[src/rtl/mod_reduct_solinas3_pipe.sv]
`default_nettype none


module mod_reduct_solinas3_pipe #(
    parameter int MOD_W   = 64,
    parameter int INT_POW = 32,
    parameter int SIDE_W  = 0
) (
    input  logic                               clk,
    input  logic                               s_rst_n,
    input  logic [2*MOD_W-1:0]                 a,
    input  logic [((SIDE_W > 0) ? SIDE_W : 1)-1:0] in_side,
    input  logic                               in_avail,
    output logic [MOD_W-1:0]                   z,
    output logic [((SIDE_W > 0) ? SIDE_W : 1)-1:0] out_side,
    output logic                               out_avail
);
    localparam int c_side_w = (SIDE_W > 0) ? SIDE_W : 1;
    localparam int c_w1     = MOD_W + INT_POW + 1;
    localparam int c_w2     = MOD_W + 2;
    localparam int c_w3     = MOD_W + 1;
    localparam logic [c_w3-1:0] c_p =
        (c_w3'(1) << MOD_W) - (c_w3'(1) << INT_POW) + c_w3'(1);

    if (INT_POW < 1 || INT_POW > MOD_W / 2) begin : g_param_check
        $fatal(1, "mod_reduct_solinas3_pipe: INT_POW=%0d outside [1, MOD_W/2]", INT_POW);
    end

    logic [2*MOD_W-1:0]  w_a_s0;
    logic [c_side_w-1:0] w_side_s0;
    logic                w_avail_s0;

`ifdef MOD_REDUCT_SOLINAS3_PIPE_IN_REG_EN
    logic [2*MOD_W-1:0]  r_a_in;
    logic [c_side_w-1:0] r_side_in;
    logic                r_avail_in;

    always_ff @(posedge clk or negedge s_rst_n) begin
        if (!s_rst_n) begin
            r_a_in     <= '0;
            r_side_in  <= '0;
            r_avail_in <= 1'b0;
        end else begin
            r_avail_in <= in_avail;
            if (in_avail) begin
                r_a_in    <= a;
                r_side_in <= in_side;
            end
        end
    end

    assign w_a_s0     = r_a_in;
    assign w_side_s0  = r_side_in;
    assign w_avail_s0 = r_avail_in;
`else
    assign w_a_s0     = a;
    assign w_side_s0  = in_side;
    assign w_avail_s0 = in_avail;
`endif

    logic [c_w1-1:0]  r_x1;
    logic [c_w2-1:0]  r_x2;
    logic [c_w3-1:0]  r_x3;
    logic [3:0]       r_avail;

    logic [MOD_W-1:0] w_hi1;
    logic [INT_POW:0] w_hi2;
    logic [1:0]       w_hi3;
    logic [c_w1-1:0]  w_x1;
    logic [c_w2-1:0]  w_x2;
    logic [c_w3-1:0]  w_x3;
    logic [MOD_W-1:0] w_z;

    // fold(x) = lo + hi*(2^INT_POW - 1), with the multiply done as (hi << INT_POW) - hi
    assign w_hi1 = w_a_s0[2*MOD_W-1:MOD_W];
    assign w_x1  = c_w1'({w_hi1, {INT_POW{1'b0}}}) - c_w1'(w_hi1)
                 + c_w1'(w_a_s0[MOD_W-1:0]);

    assign w_hi2 = r_x1[c_w1-1:MOD_W];
    assign w_x2  = c_w2'({w_hi2, {INT_POW{1'b0}}}) - c_w2'(w_hi2)
                 + c_w2'(r_x1[MOD_W-1:0]);

    assign w_hi3 = r_x2[c_w2-1:MOD_W];
    assign w_x3  = c_w3'({w_hi3, {INT_POW{1'b0}}}) - c_w3'(w_hi3)
                 + c_w3'(r_x2[MOD_W-1:0]);

    // x3 < 2p, so the difference always fits in MOD_W bits when it is selected
    assign w_z = (r_x3 >= c_p) ? (r_x3[MOD_W-1:0] - c_p[MOD_W-1:0])
                               : r_x3[MOD_W-1:0];

    always_ff @(posedge clk or negedge s_rst_n) begin
        if (!s_rst_n) begin
            r_avail <= '0;
            r_x1    <= '0;
            r_x2    <= '0;
            r_x3    <= '0;
            z       <= '0;
        end else begin
            r_avail <= {r_avail[2:0], w_avail_s0};
            if (w_avail_s0) begin
                r_x1 <= w_x1;
            end
            if (r_avail[0]) begin
                r_x2 <= w_x2;
            end
            if (r_avail[1]) begin
                r_x3 <= w_x3;
            end
            if (r_avail[2]) begin
                z <= w_z;
            end
        end
    end

    assign out_avail = r_avail[3];

    if (SIDE_W > 0) begin : g_side
        logic [c_side_w-1:0] r_side_s1;
        logic [c_side_w-1:0] r_side_s2;
        logic [c_side_w-1:0] r_side_s3;

        always_ff @(posedge clk or negedge s_rst_n) begin
            if (!s_rst_n) begin
                r_side_s1 <= '0;
                r_side_s2 <= '0;
                r_side_s3 <= '0;
                out_side  <= '0;
            end else begin
                if (w_avail_s0) begin
                    r_side_s1 <= w_side_s0;
                end
                if (r_avail[0]) begin
                    r_side_s2 <= r_side_s1;
                end
                if (r_avail[1]) begin
                    r_side_s3 <= r_side_s2;
                end
                if (r_avail[2]) begin
                    out_side <= r_side_s3;
                end
            end
        end
    end else begin : g_no_side
        logic w_unused_side;

        assign w_unused_side = ^w_side_s0;
        assign out_side      = '0;
    end

endmodule

`default_nettype wire
[config.mk]
export PLATFORM = sky130hd
export DESIGN_NAME = mod_reduct_solinas3_pipe
export DESIGN_NICKNAME = d
export VERILOG_FILES = /design/src/rtl/mod_reduct_solinas3_pipe.sv
export SDC_FILE = /design/constraint.sdc
export NUM_CORES = 1
export LEC_CHECK = 0
export ABC_AREA = 1
export BUFFER_PORTS_ARGS = -buffer_cell sky130_fd_sc_hd__buf_2
export CORE_ASPECT_RATIO = 1.4
export CORE_MARGIN = 2
export CORE_UTILIZATION = 55
export CTS_CLUSTER_DIAMETER = 30
export CTS_CLUSTER_SIZE = 28
export DETAILED_ROUTE_END_ITERATION = 10
export HOLD_SLACK_MARGIN = 0.1
export PLACE_DENSITY = 0.78
export SKIP_LAST_GASP = 1
export SLEW_MARGIN = 20
export SYNTH_ARGS = -nofsm -noshare
export SYNTH_HDL_FRONTEND = slang
export SYNTH_SLANG_ARGS = --single-unit
[constraint.sdc]
create_clock -name clk -period 3.9 [get_ports clk]
set_clock_uncertainty 0.2 [all_clocks]
set_input_delay 0.195 -clock clk [delete_from_list [all_inputs] [get_ports clk]]
set_output_delay 0.195 -clock clk [all_outputs]
set_load 0.02 [all_outputs]
==> results.yml, run 1 <==
grt:
  grt_max_degree: 112
  grt_util_all_layers_pct: 53.8
  grt-ovfl-total: 38
  grt_first_pass_wirelength_um: 274000
  grt_pass1_vias: 43800
clock_tree:
  cts_resized: 0
  cts_root_buf: "clkbuf_16"
  clockBufferDepth: 3
  htree_levels: 2
  clock-sinks: 296
  cts_setup_buffers: 0
  cts_buffers: 35
logic_synthesis:
  yosys_warnings: 0
  synthCells: 6553
  avgSynthCellArea_um2: 5.62
  ys_seq_area_share_pct: 20.1
  ys_ff_latch: 296
  yosysUniqueCellTypes: 45
  netlist.area_leader.share_pct: 26.1
  mappedNetlistArea_mm2: 0.0368
  synthTopCellsByArea: "nand2_1, dfrtp_1, inv_1"
  yosysTopAreaCell: "nand2_1"
floorplan:
  die_h_um: 310
  die_width_um: 223
  start_util_pct: 55.5
  io_pins: 198
  rows: 112
placed_design:
  gp_congestion: 1.15
  hpwlAfterDp_um: 143000
  pre_cts_ws_ps: 417
  port_buffers: 195
outcome:
  lastStage: "global routing (5_1_grt)"
  tool.error: "[ERROR GRT-0116] Global routing finished with congestion. Check the congestion regions in the DRC Viewer."
  status: "stopped before the end"
==> metal layers <==
layer	track usage (%)	GRT overflow
met1	45.2	0
met3	17.6	1
met4	71.7	22
met5	1.82	0
met2	89.2	15
==> logic make-up after synthesis <==
kind of cell / after synthesis / synth area share, %
adders and majority gates: 359 / 12.9
other: 1 / 0.0102
DFF: 296 / 20.1
buffers and inverters: 1458 / 15.1
and+or+nand+nor: 3738 / 40.9
AOI/OAI and AO/OA: 581 / 8.15
xor gates and xnor gates: 120 / 2.85
==> repair_timing <==
action	4_1_cts
endpoints found under the hold margin	215
hold buffers	16
setup endpoints to repair	0
==> per-stage QoR <==
stage	area [um^2]	cells
floorplan	37000	6583
global placement	39100	7604
detailed placement	39100	7604
CTS	40500	7682
==> cells in the mapped netlist <==
library cell / count
nand2_1: 2566
inv_1: 1369
nor2_1: 563
nand3_1: 394
ha_1: 323
dfrtp_1: 296
o21ai_0: 268
a21oi_1: 260
xnor2_1: 89
nand4_1: 79
nor3_1: 62
clkbuf_1: 52
fa_1: 36
xor2_1: 31
nand3b_1: 26
o21bai_1: 16
o21ai_1: 15
buf_1: 11
nor2_2: 11
or2_2: 10
inv_2: 9
buf_6: 8
nand2_2: 6
o21ai_2: 6
a21o_1: 5
and2_1: 5
buf_2: 5
nor4_1: 4
a31oi_1: 3
nor3_2: 3
o22ai_1: 3
and3_1: 2
clkinv_1: 2
nand3_4: 2
nor2_4: 2
o21a_1: 2
a211oi_1: 1
a21boi_0: 1
buf_4: 1
buf_8: 1
conb_1: 1
nand2_4: 1
nor3b_1: 1
o211ai_1: 1
or2_1: 1
==> run 2, diff against run 1 <==
Settings changed: CORE_ASPECT_RATIO 1.4 to unset, CORE_UTILIZATION 55 to 40, CTS_CLUSTER_DIAMETER 30 to unset, CTS_CLUSTER_SIZE 28 to unset, HOLD_SLACK_MARGIN 0.1 to unset, PLACE_DENSITY 0.78 to unset, PLACE_DENSITY_LB_ADDON set to 0.15.
==> run 2 against run 1 <==
The run now ends clean. Area after synthesis unchanged. Synthesized cell count stayed put.
==> results.yml, run 2 <==
critical_path:
  crit_path_top_delay_cell: "dlygate4sd3_1"
  worstPathCellList: "dlygate4sd3_1, buf_2, fa_1, ha_1, nand2_1, nor2_1, inv_1, nor2_2, nand2_1, inv_1, nand2_1, nor2_1, nand2_1, nand3_1, nand2_1, nand3_1, nand2_1, dlygate4sd3_1"
  critPathBufInv: 5
  worst_setup_path_start_kind: "primary input"
  crit_fanout: 4
  cp_top_family: "buffers and inverters"
  cp_common_cell: "nand2_1"
  slowest_delay_ps: 550
  critPathArrivalTime_ps: 3950
  endpoint_kind: "flip-flop"
  worst-setup-path-type: "primary input to flip-flop"
  ff2ff_setup_slack_ps: 290
  worst_ep_required_time_ps: 4190
timing:
  slew_headroom_pct: 40.0
  fin_crit_ps: 3660
  final_hold_viol_count: 0
  period_share_pct: 93.8
  final_max_slew_viol_count: 0
  worst_pin_slew_ps: 900
  rsz0062_at_grt: "false"
  finalSetupTns_ps: 0
  setup_viol: 0
  fmax_mhz: 273
  holdWs_ps: 17.8
logic_synthesis:
  avgSynthCellArea_um2: 5.62
  ys_seq_area_share_pct: 20.1
  synthTopCellsByArea: "nand2_1, dfrtp_1, inv_1"
  netlist_top_cells_count: "nand2_1, inv_1, nor2_1"
  synthCells: 6553
  synth_most_common_cell: "nand2_1"
  netlist.area_leader.share_pct: 26.1
  yosysTopAreaCell: "nand2_1"
  synth_edf_count: 0
  ys.flop_type: "dfrtp_1"
  yosys_warnings: 0
  async_reset_ff_share_pct: 100
  mappedNetlistArea_mm2: 0.0368
  ys_ff_latch: 296
  yosysUniqueCellTypes: 45
route:
  drtAntennaViolNets: 0
  drt-vias-per-instance: 5.06
  first_pass_iters: 6
  wl_um: 168000
  routedWlPerCell_um: 21.0
  drt_iter0_drc: 3250
  vias: 40600
  drc: 0
layout:
  n_antenna_cell: 0
  final_common_cell: "nand2_1"
  area_growth_pct: 11.2
  fin_nets: 7299
  largest-register: "r_x1"
  final_cell_mix: "nand2_1, inv_1, nor2_1, nand3_1, ha_1"
  largest_registers: "r_x1 (97), r_x2 (66), r_x3 (65)"
  largest_reg_flops: 97
  final_cells: 8024
  drive_gt1_share_pct: 5.48
  final_util_pct: 44.8
pwr:
  seqPwrFrac_pct: 18.5
  p_int_mw: 13.2
  combinationalPowerShare_pct: 69.3
  leakage_nw: 24.2
  power_density_mw_per_mm2: 764
  power.clock.fraction_pct: 12.2
  p_sw_mw: 18.1
  sw_frac_of_total_pct: 58.0
  total_power_mw: 31.3
  vdd_ir_drop_max_uv: 424
clock_tree:
  clk_pin_slew_worst_paths_ps: 60
  clkLatencyLatePin_ps: 610
  clock-sinks: 296
  clockBufferDepth: 3
  cts_root_buf: "clkbuf_16"
  cts_tree: "done"
  cts_buffers: 38
  htree_levels: 2
floorplan:
  io_pins: 198
  fp.coreArea_mm2: 0.0915
  die_h_um: 308
  die_width_um: 308
  start_util_pct: 40.3
  die-area_mm2: 0.0946
  rows: 111
job:
  cap_violations: 0
placed_design:
  gp_congestion: 1.01
  port_buffers: 195
  placed_cells: 7947
  hpwlAfterDp_um: 147000
outcome:
  status: "finished clean"
grt:
  grt_max_degree: 93
  grt_first_pass_wirelength_um: 246000
  grt_pass1_vias: 38600
  antenna_found_initial: 5
  grt-ovfl-total: 0
  grt_util_all_layers_pct: 35.4
hold_path:
  hold_class: "primary input to async pin"
==> run 2: cell counts after synthesis <==
No cell type changed its count.
==> run 2: cell families (layout without fill, tap and decap cells) <==
kind of cell	after synthesis	in the layout	share of synthesized area (%)
adder cells (fa/ha/maj)	359	359	12.9
XOR/XNOR	120	120	2.85
flip-flops	296	296	20.1
AND/OR/NAND/NOR	3738	3738	40.9
other	1	31	0.0102
buffers and inverters	1458	1713	15.1
AO/OA/AOI/OAI	581	581	8.15
==> run 2: power groups by stage <==
stage | sequential [mW] | combinational, mW | clock [mW]
6_report | 5.80 | 21.7 | 3.80
5_1_grt | 5.92 | 23.7 | 3.96
4_1_cts | 5.78 | 21.2 | 3.87
3_5_place_dp | 5.82 | 21.1 | 0
3_3_place_gp | 5.80 | 21.0 | 0
2_1_floorplan | 5.55 | 13.0 | 0
==> run 2: metal layers <==
| metal | vias up | global-route usage, % | wire length, um |
|---|---|---|---|
| li1 | 20500 | - | - |
| met1 | 18600 | 43.6 | 70600 |
| met2 | 1204 | 61.1 | 79500 |
| met3 | 291 | 3.67 | 8460 |
| met4 | 6 | 18.1 | 9820 |
| met5 | - | 0 | 45 |
==> run 2: worst register-to-register path: stages (launching register included) <==
cell     delay (ps)
dfrtp_1         650
ha_1            240
inv_1            40
ha_1            200
fa_1            390
nand2_1         120
o21ai_0         130
buf_4           190
nand2_1          50
nand2_1         130
nand2_1         100
nand2_1         120
nand2_1         100
nand2_1         160
nand2_1         200
nand2_1          70
nand2_1          60
nand3_1         240
nand2_1         140
==> run 2: timing repair <==
action / 4_1_cts / 5_1_grt
hold buffers: 7 / 0
setup endpoints to repair: 0 / 1
gates resized for setup: 0 / 1
endpoints found under the hold margin: 113 / 0
setup buffers: 0 / 0
==> run 2: stage by stage <==
step	cell area, um^2	worst slack [ps]
6_report	41000	240
5_1_grt	41000	84.7
2_1_floorplan	37000	996
4_1_cts	41000	291
3_5_place_dp	39600	353
3_3_place_gp	39600	338
==> run 2: layout make-up <==
cell class                 instances  area (um^2)
tap                             1186         1480
sequential                       296         7410
timing repair buffer             263         1560
fill                           10500        50500
clock inverter                    17          225
clock buffer                      53         1110
multi-input combinational       4829        24000
inverter                        1380         5180
==> run 2: path summary, 6_finish.rpt <==
path	start	to	cells after the start
setup / recovery	a[64]	r_x1[96]	18
hold / removal	s_rst_n	z[48]	2
setup reg to reg	r_x1[64]	r_x2[59]	18
hold reg to reg	z[30]	z[30]	2
max in group asynchronous	s_rst_n	r_x1[75]	3
min in group clk	a[125]	r_x1[94]	5
No activity file was read; power rests on OpenSTA's default activity.
